## src/rtl/ov7670_cfg_pkg.sv

```systemverilog
// Shared definitions for the OV7670 configuration sequencer and its ROM tables.
// Holds the marker encodings, the sequencer state type and the ROM word classifier.
package ov7670_cfg_pkg;

  localparam logic [15:0] CFG_END       = 16'hFFFF;
  localparam logic [15:0] CFG_DELAY     = 16'hFFF0;
  localparam logic [7:0]  CFG_LDELAY_HI = 8'hFE;
  localparam logic [7:0]  CFG_RSVD_HI   = 8'hFF;

  typedef enum logic [2:0] {
    ST_IDLE,
    ST_FETCH,
    ST_DECODE,
    ST_WRITE,
    ST_DELAY,
    ST_DONE
  } cfg_state_t;

  typedef enum logic [1:0] {
    OP_WRITE,
    OP_DELAY,
    OP_SKIP,
    OP_END
  } cfg_op_t;

  // FE00 is a zero-length delay, so it is treated like a reserved word.
  function automatic cfg_op_t cfg_classify(input logic [15:0] word);
    cfg_op_t op;
    if (word == CFG_END)
      op = OP_END;
    else if (word == CFG_DELAY)
      op = OP_DELAY;
    else if (word[15:8] == CFG_LDELAY_HI)
      op = (word[7:0] == 8'h00) ? OP_SKIP : OP_DELAY;
    else if (word[15:8] == CFG_RSVD_HI)
      op = OP_SKIP;
    else
      op = OP_WRITE;
    return op;
  endfunction

endpackage

```

## src/rtl/cfg_delay_timer.sv

```systemverilog
// Loadable down-counter; expire pulses during the last of 'load_val' cycles.
// A load value of N therefore keeps the caller waiting exactly N cycles.
module cfg_delay_timer #(
  parameter int unsigned CNT_W = 8
) (
  input  logic             clk,
  input  logic             rst,
  input  logic             load,
  input  logic [CNT_W-1:0] load_val,
  output logic             expire
);

  logic [CNT_W-1:0] count;

  always_ff @(posedge clk) begin
    if (rst)
      count <= '0;
    else if (load)
      count <= load_val;
    else if (count != '0)
      count <= count - CNT_W'(1);
  end

  assign expire = (count == CNT_W'(1));

endmodule

```

## src/rtl/ov7670_config_seq.sv

```systemverilog
// Walks a per-profile configuration ROM and issues SCCB register writes over a
// valid/ready handshake, honouring end, short-delay and long-delay markers.
module ov7670_config_seq
  import ov7670_cfg_pkg::*;
#(
  parameter int unsigned INDEX_W      = 8,
  parameter int unsigned PROFILE_W    = 1,
  parameter int unsigned ROM_LAT      = 1,
  parameter int unsigned DELAY_CYCLES = 2_500_000,
  parameter int unsigned DELAY_UNIT   = 250_000
) (
  input  logic                         clk,
  input  logic                         rst,
  input  logic                         start,
  input  logic [PROFILE_W-1:0]         profile_sel,
  output logic [PROFILE_W+INDEX_W-1:0] rom_addr,
  input  logic [15:0]                  rom_data,
  output logic                         sccb_valid,
  input  logic                         sccb_ready,
  output logic [7:0]                   sccb_reg,
  output logic [7:0]                   sccb_val,
  output logic                         busy,
  output logic                         done,
  output logic                         overrun,
  output logic [INDEX_W:0]             wr_count
);

  localparam int unsigned MAX_DLY = (DELAY_CYCLES > 255 * DELAY_UNIT) ?
                                    DELAY_CYCLES : 255 * DELAY_UNIT;
  localparam int unsigned DLY_W   = $clog2(MAX_DLY + 1);
  localparam int unsigned LAT_W   = $clog2(ROM_LAT + 1);

  cfg_state_t           state, state_nxt;
  cfg_op_t              op;
  logic [PROFILE_W-1:0] profile_q;
  logic [INDEX_W-1:0]   index_q;
  logic [LAT_W-1:0]     lat_cnt;
  logic [INDEX_W:0]     wr_count_q;
  logic                 overrun_q;
  logic [7:0]           reg_q, val_q;
  logic                 advance, last_idx, start_acc, handshake;
  logic                 dly_load, dly_expire;
  logic [DLY_W-1:0]     dly_load_val;

  assign op        = cfg_classify(rom_data);
  assign last_idx  = (index_q == '1);
  assign start_acc = start && (state == ST_IDLE || state == ST_DONE);
  assign handshake = (state == ST_WRITE) && sccb_ready;

  always_ff @(posedge clk) begin
    if (rst)
      state <= ST_IDLE;
    else
      state <= state_nxt;
  end

  always_comb begin
    state_nxt = state;
    advance   = 1'b0;
    unique case (state)
      ST_IDLE, ST_DONE: if (start) state_nxt = ST_FETCH;
      ST_FETCH:  if (lat_cnt == LAT_W'(ROM_LAT - 1)) state_nxt = ST_DECODE;
      ST_DECODE: begin
        unique case (op)
          OP_END:   state_nxt = ST_DONE;
          OP_DELAY: state_nxt = ST_DELAY;
          OP_WRITE: state_nxt = ST_WRITE;
          default:  advance   = 1'b1;
        endcase
      end
      ST_WRITE:  if (sccb_ready) advance = 1'b1;
      ST_DELAY:  if (dly_expire) advance = 1'b1;
      default:   state_nxt = ST_IDLE;
    endcase
    // The last index of a profile ends the run instead of spilling into the next one.
    if (advance)
      state_nxt = last_idx ? ST_DONE : ST_FETCH;
  end

  always_comb begin
    busy         = 1'b0;
    done         = 1'b0;
    sccb_valid   = 1'b0;
    dly_load     = 1'b0;
    dly_load_val = '0;
    unique case (state)
      ST_FETCH:  busy = 1'b1;
      ST_DECODE: begin
        busy         = 1'b1;
        dly_load     = (op == OP_DELAY);
        dly_load_val = (rom_data == CFG_DELAY) ? DLY_W'(DELAY_CYCLES) :
                       DLY_W'(rom_data[7:0]) * DLY_W'(DELAY_UNIT);
      end
      ST_WRITE: begin
        busy       = 1'b1;
        sccb_valid = 1'b1;
      end
      ST_DELAY:  busy = 1'b1;
      ST_DONE:   done = 1'b1;
      default:   ;
    endcase
  end

  always_ff @(posedge clk) begin
    if (rst) begin
      profile_q  <= '0;
      index_q    <= '0;
      lat_cnt    <= '0;
      wr_count_q <= '0;
      overrun_q  <= 1'b0;
      reg_q      <= '0;
      val_q      <= '0;
    end else begin
      lat_cnt <= (state == ST_FETCH) ? lat_cnt + LAT_W'(1) : '0;
      if (start_acc) begin
        profile_q  <= profile_sel;
        index_q    <= '0;
        wr_count_q <= '0;
        overrun_q  <= 1'b0;
      end
      if (state == ST_DECODE && op == OP_WRITE) begin
        reg_q <= rom_data[15:8];
        val_q <= rom_data[7:0];
      end
      if (handshake && wr_count_q != '1)
        wr_count_q <= wr_count_q + (INDEX_W + 1)'(1);
      if (advance) begin
        if (last_idx)
          overrun_q <= 1'b1;
        else
          index_q <= index_q + INDEX_W'(1);
      end
    end
  end

  cfg_delay_timer #(
    .CNT_W (DLY_W)
  ) u_delay (
    .clk      (clk),
    .rst      (rst),
    .load     (dly_load),
    .load_val (dly_load_val),
    .expire   (dly_expire)
  );

  assign rom_addr = {profile_q, index_q};
  assign sccb_reg = reg_q;
  assign sccb_val = val_q;
  assign overrun  = overrun_q;
  assign wr_count = wr_count_q;

endmodule
```

## config.mk

```make
export PLATFORM = sky130hd
export DESIGN_NAME = ov7670_config_seq
export DESIGN_NICKNAME = d
export VERILOG_FILES = /design/src/rtl/ov7670_cfg_pkg.sv /design/src/rtl/cfg_delay_timer.sv /design/src/rtl/ov7670_config_seq.sv
export SDC_FILE = /design/constraint.sdc
export NUM_CORES = 1
export LEC_CHECK = 0
export ABC_AREA = 1
export BUFFER_PORTS_ARGS = -buffer_cell sky130_fd_sc_hd__buf_2
export CAP_MARGIN = 20
export CORE_MARGIN = 3
export CORE_UTILIZATION = 55
export DETAILED_ROUTE_END_ITERATION = 12
export GPL_TIMING_DRIVEN = 0
export PLACE_DENSITY_LB_ADDON = 0.15
export SLEW_MARGIN = 40
export SYNTH_ARGS = -nofsm -noshare
export SYNTH_HDL_FRONTEND = slang
export SYNTH_SLANG_ARGS = --single-unit
```

## constraint.sdc

```tcl
create_clock -name clk -period 3.5 [get_ports clk]
set_input_delay 0.35 -clock clk [delete_from_list [all_inputs] [get_ports clk]]
set_output_delay 0.35 -clock clk [all_outputs]
set_load 0.03 [all_outputs]
```

Word-level counts from Yosys, hierarchy flattened
Index checks and enable logic that the tools add are counted.
{"block": "totals", "ff_bits": 65, "in_bits": 21, "out_inout_bits": 38, "wordCells": 81}
{"block": "op_classes", "n_addsub": 4, "mul": 1, "eq_ne": 18, "mux": 31, "n_bitwise": 1, "reduce_logical": 17}
{"operator": "26-bit 2-to-1 mux", "n": 4}
{"operator": "16-bit equality test (second input constant)", "n": 2}
{"operator": "26-bit by 1-bit equality test with 1-bit output (second input constant)", "n": 1}
{"operator": "26-bit nonzero test", "n": 1}
{"operator": "26-bit by 1-bit subtractor with 26-bit output (second input constant)", "n": 1}
{"operator": "8-bit equality test (second input constant)", "n": 3}
{"operator": "8-bit 2-to-1 mux", "n": 3}
{"operator": "8-bit by 14-bit multiplier with 22-bit output (second input constant)", "n": 1}
{"operator": "9-bit 2-to-1 mux", "n": 2}
{"operator": "3-bit 2-to-1 mux", "n": 4}
{"operator": "3-bit one-hot mux with 4 select lines", "n": 1}
{"operator": "1-bit 2-to-1 mux", "n": 10}
{"operator": "2-bit 2-to-1 mux", "n": 5}
{"operator": "9-bit by 1-bit adder with 9-bit output (second input constant)", "n": 1}
{"operator": "9-bit != test (second input constant)", "n": 1}
{"operator": "3-bit one-hot mux with 3 select lines", "n": 1}
{"operator": "8-bit by 1-bit adder with 8-bit output (second input constant)", "n": 1}
{"operator": "8-bit logical NOT", "n": 1}
{"operator": "3-bit by 2-bit equality test with 1-bit output (second input constant)", "n": 2}
{"operator": "3-bit equality test (second input constant)", "n": 2}
{"operator": "3-bit != test (second input constant)", "n": 2}
{"operator": "2-bit OR reduction", "n": 3}
{"operator": "5-bit by 3-bit != test with 1-bit output (second input constant)", "n": 1}
{"operator": "1-bit logical AND", "n": 4}
{"operator": "14 further kinds", "n": 15}

Longest topological paths before layout
Gate-level depths: netlist (run 1).
{"block": "logic_depth", "word_depth": 11, "depth_mapped": 18, "ltp_nobuf": 18}

Cells and area by module
Synthesis (run 1) repeated with hierarchy kept, for this count alone.
{"block": "unflattened", "cells_unflattened": 874, "area_unflattened_um2": 5861.9}
{"mod": "ov7670_config_seq", "instances": 1, "cells_per_inst": 562, "area_per_inst_um2": 4025.1, "seq_area_each_um2": 780.7}
{"mod": "cfg_delay_timer", "instances": 1, "cells_per_inst": 312, "area_per_inst_um2": 1836.8, "seq_area_each_um2": 520.5}

Worst setup path before layout (run 1)
Ideal clock, no wire load.
{"block": "synth_timing", "path_type": "in2reg", "from": "in rom_data[2]", "to": "reg u_delay.count[24]", "arrival_time_ps": 3369, "setup_slack_ps": 65, "path_stages": 16, "n_path_buf": 0, "cell_sequence": "fa_1 ha_1 fa_1 inv_1 fa_1 inv_1 ha_1 nand2_1 inv_1 a21oi_1 nor2_1 nor2_1 nand2_1 nand2_1 nand3_1 a21oi_2"}
{"block": "synth_between", "elab_chain_cells": 8, "word_cells_on_any_way": 14, "classes_between": "mul: 1; eq/ne: 3; mux: 8; reduce/logical: 2"}
{"element": "start, declared", "line_no": "ov7670_config_seq.sv:17", "text": "input logic [15:0] rom_data,"}
{"element": "parallel branches: the longest is 8 deep, another holds 8-bit by 14-bit multiplier with 22-bit output"}
{"element": "end signal, assigned", "line_no": "cfg_delay_timer.sv:19", "text": "count <= load_val;"}
{"element": "end signal, assigned", "line_no": "cfg_delay_timer.sv:21", "text": "count <= count - CNT_W'(1);"}
{"element": "end, declared", "line_no": "cfg_delay_timer.sv:13", "text": "logic [CNT_W-1:0] count;"}
Several ways; the timed one is not identified.
A chain may end at the register's enable or synchronous reset.

Final worst setup path (run 1)
{"block": "layout_timing", "from": "in rom_data[4]", "to": "reg u_delay.count[25]"}
Same word-level chain as after synthesis.

==> reports/qor.csv, run 1 <==
stage;metric;value;unit
setup_path;crit_fanout;9;
sta;maxSlewHeadroom;56.5;%
synth;synthAdderAreaFrac;20.0;%
cts;clock_latency;0.36;ns
final_layout;nets;978;
hold_path;hp-start;rst;
grt;busiest_layer;met2;
cts;cts_tree;yes;
detailed_routing;drc;0;
final_layout;regMostFlops;u_delay.count;
hold_path;hold_class;input port to flop;
synth;synth_ff_type;dfxtp_1;
synth;synthCells;804;
synth;post-synth-top-area-cell;dfxtp_1;
final_layout;antennaDiodeCount;0;
synth;synth_xor_area_share;4.15;%
floorplanning;initial_core_util;57.4;%
sta;clock_skew;0.0160;ns
synth;synth_area;0.00569;mm^2
floorplanning;die_w;108;um
cts;htreeDepth;3;
sta;min_period;3.44;ns
final_layout;syn_to_final_growth;14.7;%
synth;yosys-mux-area-fraction;0;%
sta;hold_slack;0.210;ns
cts;cts.clk_slew.worst_paths;0.08;ns
sta;fmax;290;MHz
detailed_routing;vias;5476;
detailed_routing;ant_nets;0;
place;hpwl;11700;um
status;status;finished clean;
final_layout;largest_register_ffs;26;
setup_path;regToRegStartpoint;wr_count[0];
synth;synthSimpleGateAreaFrac;31.7;%
detailed_routing;viasPerCell;5.40;
detailed_routing;wl_per_cell;14.5;um
power;ir_worst_vdd;0.424;mV
synth;ys_types;43;
floorplanning;die_h;108;um
detailed_routing;dr.pass1.iters;4;
cts;cts_sinks;65;
detailed_routing;drt_iter0_drc;367;
grt;grtUsageMet2;43.2;%
cts;ctsRootBufferMaster;clkbuf_8;
floorplanning;fp.dieArea;0.0116;mm^2
grt;grt_pass1_vias;5289;
synth;synth.yosys.seq_area_share;22.9;%
setup_path;end_kind;flop;
sta;drv_slew;0;
synth;synth_top_area_share;22.9;%
setup_path;cp-start-kind;input port;
sta;rsz0062_at_grt;true;
synth;synth_area_leaders;dfxtp_1 (23%), ha_1 (14%), nand2_1 (9.4%);
synth;ys.warnings.count;0;
grt;grtUsageTotal;25.9;%
place;io_buffers;58;
run;max-cap-violations;0;
floorplanning;row_count;36;
floorplanning;io_pins;59;
cts;clock_tree.buffer_depth;2;
setup_path;arrival;3.73;ns
final_layout;drive_gt1_share;18.5;%
cts;cts_made_buffers;9;
sta;tightest_slew;0.653;ns
setup_path;worst_ep_required_time;3.79;ns
place;placedCellCount;995;
synth;synth_top_family_by_area;simple AND/OR/NAND/NOR gates;
synth;syn-num-nets;906;
sta;setup_viol;0;
synth;synth_edf_count;0;
grt;met3_usage;4.38;%
detailed_routing;wl;14700;um
grt;overflow;0;
synth;synth_compound_area_share;11.3;%
synth;synth.avg_cell_area;7.08;um^2
setup_path;critical_path_class;input port to flop;
grt;grt_max_degree;13;
final_layout;stdcell_count;1014;
grt;grt_pass1_wl;24200;um
grt;grt_use_met1;34.1;%
floorplanning;core_area;0.00991;mm^2
setup_path;startpoint;rom_data[4];
power;finalPower;5.28;mW
final_layout;nFillCells;922;
synth;async_reset_ff_share;0;%
power;p_per_area;809;mW/mm^2
sta;fin_crit_sh;98.4;%
sta;final_hold_viol_count;0;
grt;antenna_found_initial;0;
power;power.leakage;3.26;nW
synth;ys_ff_latch;65;
place;place_congestion;0.905;
synthesized netlist by cell type, types with 5 or more instances:
| cell | n |
|---|---|
| nand2_2 | 8 |
| nand2_1 | 142 |
| inv_1 | 113 |
| nor2_1 | 95 |
| xor2_1 | 19 |
| o21ai_0 | 42 |
| xnor2_1 | 8 |
| nand4_1 | 22 |
| nor2_2 | 17 |
| nand3_1 | 65 |
| a21oi_1 | 47 |
| nor3_1 | 11 |
| a21oi_2 | 7 |
| ha_1 | 64 |
| dfxtp_1 | 65 |
| inv_2 | 5 |
| nor2_4 | 7 |
| fa_1 | 17 |
per-stage QoR:
stage	setup slack, ns	setup TNS (ns)	util (%)	instance area, um^2
global route	-0.0608	-0.0608	65.9	6530
CTS	0.0128	0	64.8	6420
detailed placement	-0.500	-2.93	62.1	6150
finish	0.0559	0	65.9	6530
global placement	-0.405	-2.30	62.1	6150
floorplan	0.0649	0	-	5690
final cells by class:
class	instances	area [um^2]	area share (%)
inverter	119	448	6.86
tap	133	166	2.55
clock inverter	6	115	1.76
buffer	14	116	1.78
sequential	65	1300	19.9
timing repair buffer	61	320	4.91
multi-input combinational	606	3940	60.3
clock buffer	10	128	1.95
report_power, final:
part           internal [mW]  switching [mW]  leakage, nW
Clock                  0.477           0.314        0.117
Sequential             0.965           0.192        0.529
Combinational           1.22            2.12         2.61
worst max-delay path, cell delays in order:
cell and delay, ns:
buf_4 0.17, fa_2 0.62, ha_1 0.23, inv_1 0.06, fa_1 0.43, fa_1 0.55, inv_1 0.07, ha_4 0.25
a21oi_4 0.18, nor2_2 0.06, nor2_2 0.12, nor2_1 0.06, nor2_1 0.19, nand2_1 0.12, nand2_1 0.08, nand3_2 0.08
a21oi_2 0.12
cell usage in the layout, fill, tap and decap left out, types with 6 or more instances in the layout:
| master | Yosys | final |
|---|---|---|
| a21oi_1 | 47 | 45 |
| a21oi_2 | 7 | 8 |
| buf_2 | 4 | 59 |
| clkbuf_8 | 0 | 9 |
| dfxtp_1 | 65 | 65 |
| fa_1 | 17 | 15 |
| ha_1 | 64 | 59 |
| inv_1 | 113 | 112 |
| inv_2 | 5 | 6 |
| nand2_1 | 142 | 139 |
| nand2_2 | 8 | 10 |
| nand3_1 | 65 | 64 |
| nand4_1 | 22 | 22 |
| nor2_1 | 95 | 92 |
| nor2_2 | 17 | 20 |
| nor2_4 | 7 | 7 |
| nor3_1 | 11 | 11 |
| o21ai_0 | 42 | 39 |
| o21ai_1 | 4 | 7 |
| xnor2_1 | 8 | 8 |
| xor2_1 | 19 | 19 |
repair_timing:
| item | CTS | global route |
|---|---|---|
| resized for setup | 4 | 23 |
| endpoints found under the setup margin | 6 | 6 |
| hold buffers | 0 | 0 |
| pin swaps | 1 | 11 |
| setup buffers | 1 | 2 |
metal layers:
metal  part of all wire [%]  up-vias
li1                       -     2774
met1                     45     2542
met2                     49      142
met3                    4.7       18
met4                    1.6        0
met5                      0        -
worst paths after layout:
path                            cells past startpoint                 to  slack [ns]
worst max-delay path                               17  u_delay.count[25]        0.06
worst min register to register                      1            lat_cnt        0.44
worst max register to register                     12        wr_count[3]        1.28
worst min-delay path                                2        wr_count[5]        0.21
logic make-up (layout without fill, tap and decap cells):
logic type,Yosys count,count (layout)
AOI/OAI and AO/OA,114,114
and+or+nand+nor,384,384
DFF,65,65
adders and majority gates,81,81
xor gates and xnor gates,27,27
buffers and inverters,133,210
Note: power is estimated with default switching activity, not from simulation.
==> inputs of run 2 (changes only) <==
--- a/config.mk
+++ b/config.mk
@@ -9,7 +9,7 @@
 export BUFFER_PORTS_ARGS = -buffer_cell sky130_fd_sc_hd__buf_2
 export CAP_MARGIN = 20
 export CORE_MARGIN = 3
-export CORE_UTILIZATION = 55
+export CORE_UTILIZATION = 60
 export DETAILED_ROUTE_END_ITERATION = 12
 export GPL_TIMING_DRIVEN = 0
 export PLACE_DENSITY_LB_ADDON = 0.15
==> constraint.sdc (replaced) <==
create_clock -name clk -period 3.77 [get_ports clk]
set_input_delay 0.377 -clock clk [delete_from_list [all_inputs] [get_ports clk]]
set_output_delay 0.377 -clock clk [all_outputs]
set_load 0.03 [all_outputs]
==> reports/qor.csv, run 2 (same netlist as run 1, synthesis figures left out) <==
stage;metric;value;unit;change
status;status;finished clean;;unchanged
setup_path;cp_num_buf_inv;3;;unchanged
floorplanning;io_pins;59;;unchanged
sta;clock_skew;0.0167;ns;was 0.0160 ns
setup_path;worst_ep_required_time;4.06;ns;was 3.79 ns
detailed_routing;viasPerCell;5.49;;was 5.40
power;p_per_area;731;mW/mm^2;was 809 mW/mm^2
final_layout;syn_to_final_growth;12.1;%;was 14.7%
final_layout;nFillCells;795;;was 922
floorplanning;fp.dieArea;0.0107;mm^2;was 0.0116 mm^2
sta;fin_ws;0.149;ns;was 0.0559 ns
sta;maxSlewHeadroom;60.7;%;was 56.5%
power;power.leakage;3.24;nW;was 3.26 nW
detailed_routing;dr.pass1.iters;5;;was 4
final_layout;regMostFlops;u_delay.count;;unchanged
floorplanning;initial_core_util;63.4;%;was 57.4%
place;io_buffers;58;;unchanged
final_layout;antennaDiodeCount;0;;unchanged
setup_path;critPathSlowestCell;fa_1;;was fa_2
cts;clock_tree.buffer_depth;2;;unchanged
setup_path;cp-start-kind;input port;;unchanged
cts;htreeDepth;3;;unchanged
grt;met3_usage;3.96;%;was 4.38%
sta;fmax;276;MHz;
final_layout;largest_register_ffs;26;;unchanged
hold_path;hold_class;input port to flop;;unchanged
cts;cts_setup_buffers;0;;was 1
grt;grt_pass1_vias;5121;;was 5289
sta;tns;0;ns;unchanged
setup_path;crit_family;adder cells;;unchanged
cts;cts_sinks;65;;unchanged
final_layout;drive_gt1_share;16.7;%;was 18.5%
sta;drv_slew;0;;unchanged
floorplanning;row_count;34;;was 36
setup_path;crit_chain;buf_2 -> fa_1 -> ha_1 -> inv_1 -> fa_1 -> fa_1 -> inv_1 -> ha_1 -> a21oi_2 -> nor2_1 -> nor2_2 -> nor2_1 -> nor2_1 -> nand2_1 -> nand2_1 -> nand3_1 -> a21oi_2;;was buf_4 -> fa_2 -> ha_1 -> inv_1 -> fa_1 -> fa_1 -> inv_1 -> ha_4 -> a21oi_4 -> nor2_2 -> nor2_2 -> nor2_1 -> nor2_1 -> nand2_1 -> nand2_1 -> nand3_2 -> a21oi_2
cts;cts_made_buffers;9;;unchanged
sta;tightest_slew;0.590;ns;was 0.653 ns
floorplanning;die_h;103;um;was 108 um
setup_path;crit_fanout;7;;was 9
grt;grtUsageMet2;47.5;%;was 43.2%
run;max-cap-violations;0;;unchanged
final_layout;multi_input_area;0.00384;mm^2;was 0.00394 mm^2
floorplanning;die_w;103;um;was 108 um
sta;min_period;3.62;ns;
setup_path;slowest_delay;0.55;ns;was 0.62 ns
final_layout;final_cell_mix;nand2_1 (142), inv_1 (113), nor2_1 (94), nand3_1 (65), dfxtp_1 (65);;was nand2_1 (139), inv_1 (112), nor2_1 (92), dfxtp_1 (65), nand3_1 (64)
power;ir_worst_vdd;0.380;mV;was 0.424 mV
cts;ctsRootBufferMaster;clkbuf_8;;unchanged
detailed_routing;wl_per_cell;14.3;um;was 14.5 um
grt;grt_max_degree;13;;unchanged
setup_path;rrSetupSlack;1.64;ns;was 1.28 ns
power;finalPower;4.67;mW;was 5.28 mW
sta;setup_viol;0;;unchanged
sta;rsz0062_at_grt;true;;unchanged
grt;grt_use_met1;35.7;%;was 34.1%
cts;cts.clk_slew.worst_paths;0.09;ns;was 0.08 ns
place;place_congestion;0.930;;was 0.905
setup_path;end_kind;flop;;unchanged
floorplanning;core_area;0.00898;mm^2;was 0.00991 mm^2
final_layout;utilization;71.1;%;was 65.9%
sta;final_hold_viol_count;0;;unchanged
grt;grt_pass1_wl;23400;um;was 24200 um
detailed_routing;drt_iter0_drc;325;;was 367
cts;clock_latency;0.36;ns;about the same
grt;grtUsageTotal;27.6;%;was 25.9%
setup_path;arrival;3.91;ns;was 3.73 ns
cts;cts_tree;yes;;unchanged
detailed_routing;vias;5507;;was 5476
detailed_routing;ant_nets;0;;unchanged
final_layout;ff_latch_area;0.00130;mm^2;unchanged
place;dp_slack;-0.276;ns;was -0.500 ns
detailed_routing;wl;14400;um;was 14700 um
final_layout;nets;975;;was 978
setup_path;critical_path_class;input port to flop;;unchanged
final_layout;layout_commonest_cell;nand2_1;;unchanged
grt;overflow;0;;unchanged
detailed_routing;drc;0;;unchanged
grt;busiest_layer;met2;;unchanged
sta;fin_crit_sh;96.1;%;
place;hpwl;11400;um;was 11700 um
grt;antenna_found_initial;0;;unchanged
[run 2: layout make-up]
cell class	count	share of cell area, %
Buffer	14	1.82
Clock buffer	10	2.16
Clock inverter	6	1.41
Inverter	119	7.02
Multi-Input combinational cell	606	60.1
Sequential cell	65	20.4
Tap cell	126	2.47
Timing Repair Buffer	58	4.59
[run 2: timing repair]
action | 4_1_cts | 5_1_grt
gates resized for setup | 0 | 5
hold buffers | 0 | 0
setup endpoints to repair | 0 | 5
[run 2: worst paths after layout]
kind,start,end,depth (start not counted)
setup / recovery,rom_data[2],u_delay.count[25],17
hold / removal,rst,wr_count[5],2
setup reg to reg,wr_count[0],wr_count[3],12
hold reg to reg,lat_cnt,lat_cnt,1
[run 2: worst reg2reg max path: stages (launching register included)]
cell and delay, ns:
dfxtp_1 0.40, ha_1 0.20, nand3_1 0.13, nor2_1 0.14, nand2_1 0.09, nor3_1 0.19, ha_1 0.18, inv_1 0.04
nand2_1 0.11, nand2_1 0.08, inv_1 0.16, nand2_1 0.08, a221oi_1 0.24
[run 2: routing by layer]
| layer | vias up | share of wire (%) |
|---|---|---|
| li1 | 2760 | - |
| met1 | 2575 | 44 |
| met2 | 154 | 49 |
| met3 | 18 | 5.1 |
| met4 | 0 | 1.5 |
| met5 | - | 0 |
[run 2: stage by stage]
| stage | hold slack (ns) | std cells | instance area [um^2] |
|---|---|---|---|
| after floorplan | 0.402 | 804 | 5690 |
| after global placement | 0.417 | 988 | 6140 |
| after detailed placement | 0.416 | 988 | 6140 |
| after CTS | 0.230 | 1004 | 6370 |
| after global routing | 0.262 | 1004 | 6380 |
| final | 0.243 | 1004 | 6380 |
[run 2: where the power goes]
group | switching, mW | internal [mW]
sequential | 0.181 | 0.896
combinational | 1.88 | 1.02
clock | 0.300 | 0.393
total | 2.36 | 2.31
==> inputs of run 3 (changes only) <==
--- a/config.mk
+++ b/config.mk
@@ -17,3 +17,4 @@
 export SYNTH_ARGS = -nofsm -noshare
 export SYNTH_HDL_FRONTEND = slang
 export SYNTH_SLANG_ARGS = --single-unit
+export TNS_END_PERCENT = 5
==> constraint.sdc (replaced) <==
create_clock -name clk -period 4 [get_ports clk]
set_input_delay 0.8 -clock clk [delete_from_list [all_inputs] [get_ports clk]]
set_output_delay 0.8 -clock clk [all_outputs]
set_load 0.03 [all_outputs]
==> reports/qor.csv, run 3 (same netlist as run 1, synthesis figures left out) <==
stage;metric;value;unit;change
hold_path;hold_class;flop to flop;;was input port to flop
cts;clock_latency;0.35;ns;was 0.36 ns
final_layout;layout_commonest_cell;nand2_1;;unchanged
final_layout;antennaDiodeCount;0;;unchanged
cts;clock_tree.buffer_depth;2;;unchanged
floorplanning;fp.dieArea;0.0107;mm^2;unchanged
detailed_routing;drt_iter0_drc;272;;was 325
power;switching_share;50.3;%;was 50.5%
sta;final_hold_viol_count;0;;unchanged
power;clock_power_share;14.4;%;was 14.8%
floorplanning;die_h;103;um;unchanged
floorplanning;io_pins;59;;unchanged
setup_path;cpMostUsedCell;nand2_1;;
power;switchingPower;2.27;mW;was 2.36 mW
power;seq_power_share;22.5;%;was 23.1%
detailed_routing;wl;14600;um;was 14400 um
power;p_per_area;696;mW/mm^2;was 731 mW/mm^2
setup_path;rrSetupSlack;1.88;ns;was 1.64 ns
sta;setup_viol;0;;unchanged
cts;ctsRootBufferMaster;clkbuf_8;;unchanged
sta;fmax;258;MHz;
setup_path;regToRegStartpoint;wr_count[0];;unchanged
run;max-cap-violations;0;;unchanged
cts;cts_hold_buffers;0;;unchanged
final_layout;regMostFlops;u_delay.count;;unchanged
cts;cts_sinks;65;;unchanged
detailed_routing;viasPerCell;5.54;;was 5.49
setup_path;startpoint;rom_data[3];;was rom_data[2]
cts;cts_made_buffers;9;;unchanged
grt;grt_pass1_wl;23500;um;was 23400 um
sta;maxSlewHeadroom;59.3;%;was 60.7%
cts;cts_tree;yes;;unchanged
floorplanning;core_area;0.00898;mm^2;unchanged
setup_path;crit_chain;clkbuf_4 -> fa_2 -> ha_4 -> fa_1 -> inv_1 -> fa_1 -> inv_1 -> ha_4 -> nand2_1 -> nor2_2 -> nor2_2 -> nor2_1 -> nor2_1 -> nand2_1 -> nand2_1 -> nand3_2 -> a21oi_2;;was buf_2 -> fa_1 -> ha_1 -> inv_1 -> fa_1 -> fa_1 -> inv_1 -> ha_1 -> a21oi_2 -> nor2_1 -> nor2_2 -> nor2_1 -> nor2_1 -> nand2_1 -> nand2_1 -> nand3_1 -> a21oi_2
setup_path;rr_worst_depth;12;;unchanged
sta;clock_skew;0.0156;ns;was 0.0167 ns
detailed_routing;vias;5563;;was 5507
place;dp_slack;-0.469;ns;was -0.276 ns
status;status;finished clean;;unchanged
sta;drv_slew;0;;unchanged
power;power.leakage;3.24;nW;about the same
sta;fin_ws;0.131;ns;was 0.149 ns
detailed_routing;ant_nets;0;;unchanged
final_layout;drive_gt1_share;17.9;%;was 16.7%
final_layout;final_cell_mix;nand2_1 (142), inv_1 (113), nor2_1 (93), dfxtp_1 (65), nand3_1 (64);;was nand2_1 (142), inv_1 (113), nor2_1 (94), nand3_1 (65), dfxtp_1 (65)
floorplanning;row_count;34;;unchanged
setup_path;critical_path_class;input port to flop;;unchanged
hold_path;whs_endpoint;lat_cnt;;was wr_count[5]
sta;min_period;3.87;ns;
setup_path;critPathSlowestCell;fa_2;;was fa_1
sta;fin_crit_sh;96.7;%;
power;ir_worst_vdd;0.359;mV;was 0.380 mV
setup_path;cp-start-kind;input port;;unchanged
power;combPwrFrac;63.0;%;was 62.1%
place;placed_cell_area;0.00614;mm^2;unchanged
grt;grt_pass1_vias;5126;;was 5121
place;io_buffers;58;;unchanged
final_layout;nets;976;;was 975
setup_path;slowest_delay;0.63;ns;was 0.55 ns
hold_path;holdPathStages;1;;was 2
hold_path;hp-start;lat_cnt;;was rst
place;place_congestion;0.930;;unchanged
grt;grtUsageTotal;27.8;%;was 27.6%
cts;cts.clk_slew.worst_paths;0.08;ns;was 0.09 ns
grt;grt_max_degree;13;;unchanged
final_layout;largest_register_ffs;26;;unchanged
floorplanning;die_w;103;um;unchanged
sta;tightest_slew;0.610;ns;was 0.590 ns
power;p_int;2.24;mW;was 2.31 mW
setup_path;r2r-end;wr_count[3];;unchanged
detailed_routing;drc;0;;unchanged
cts;htreeDepth;3;;unchanged
setup_path;crit_fanout;6;;was 7
grt;overflow;0;;unchanged
detailed_routing;dr.pass1.iters;6;;was 5
place;hpwl;11400;um;unchanged
setup_path;arrival;4.16;ns;was 3.91 ns
grt;antenna_found_initial;0;;unchanged
setup_path;end_kind;flop;;unchanged
floorplanning;initial_core_util;63.4;%;unchanged
final_layout;fin_area;0.00647;mm^2;was 0.00638 mm^2
setup_path;worst_ep_required_time;4.29;ns;was 4.06 ns
final_layout;syn_to_final_growth;13.7;%;was 12.1%
detailed_routing;wl_per_cell;14.5;um;was 14.3 um
[run 3: cell types whose count changed in the layout (fill, tap and decap cells not counted), moves of 2 or more]
cell,change
buf_2,-3
buf_4,+2
clkbuf_4,+2
ha_1,-5
ha_4,+4
[run 3: area by class of cell]
cell class                 count  area (um^2)
buffer                        14          116
multi-input combinational    606         3910
tap                          126          158
clock buffer                  10          138
fill                         775         2500
sequential                    65         1300
inverter                     119          448
timing repair buffer          59          308
clock inverter                 6         90.1
[run 3: worst max-delay path, delay by kind of cell]
| kind | cells | cell delay, ns |
|---|---|---|
| AND/OR/NAND/NOR | 8 | 0.79 |
| adder cells (fa/ha/maj) | 5 | 2.14 |
| AO/OA/AOI/OAI | 1 | 0.14 |
| buffers and inverters | 3 | 0.27 |
[run 3: how the worst max path moves through the flow]
| stage | end | cells after the start |
|---|---|---|
| after floorplan | u_delay.count[24] | 16 |
| after global placement | u_delay.count[25] | 17 |
| after detailed placement | u_delay.count[25] | 17 |
| after CTS | u_delay.count[23] | 17 |
| after global routing | u_delay.count[21] | 16 |
| final | u_delay.count[25] | 17 |
[run 3: repair_timing]
action	in CTS	in global routing
hold endpoints to repair	0	0
setup endpoints to repair	4	5
setup buffers	1	0
cloned	0	0
pin swaps	2	10
gates resized for setup	4	16
[run 3: layer usage]
| metal | wire length [um] | track usage (%) | up-vias |
|---|---|---|---|
| li1 | - | - | 2763 |
| met1 | 6270 | 35.9 | 2604 |
| met5 | 0 | 0 | - |
| met2 | 7270 | 47.8 | 173 |
| met3 | 815 | 4.09 | 23 |
| met4 | 249 | 8.67 | 0 |
[run 3: power by group through the flow]
stage	combinational, mW	sequential (mW)	clock [mW]
after global placement	2.61	1.01	0
after floorplan	2.03	1.10	0
after global routing	3.17	1.04	0.686
after detailed placement	2.68	1.02	0
after CTS	2.74	1.01	0.660
final	2.84	1.01	0.650
[run 3: metrics by stage]
step | utilization (%) | hold slack [ns] | setup TNS, ns | total power [mW] | instances
final | 72.1 | 0.431 | 0 | 4.50 | 1005
after global routing | 72.1 | 0.439 | -0.0299 | 4.90 | 1005
after CTS | 71.3 | 0.430 | 0 | 4.41 | 1005
after detailed placement | 68.4 | 0.416 | -2.47 | 3.71 | 988
after global placement | 68.4 | 0.417 | -1.77 | 3.63 | 988
after floorplan | - | 0.402 | 0 | 3.12 | 804
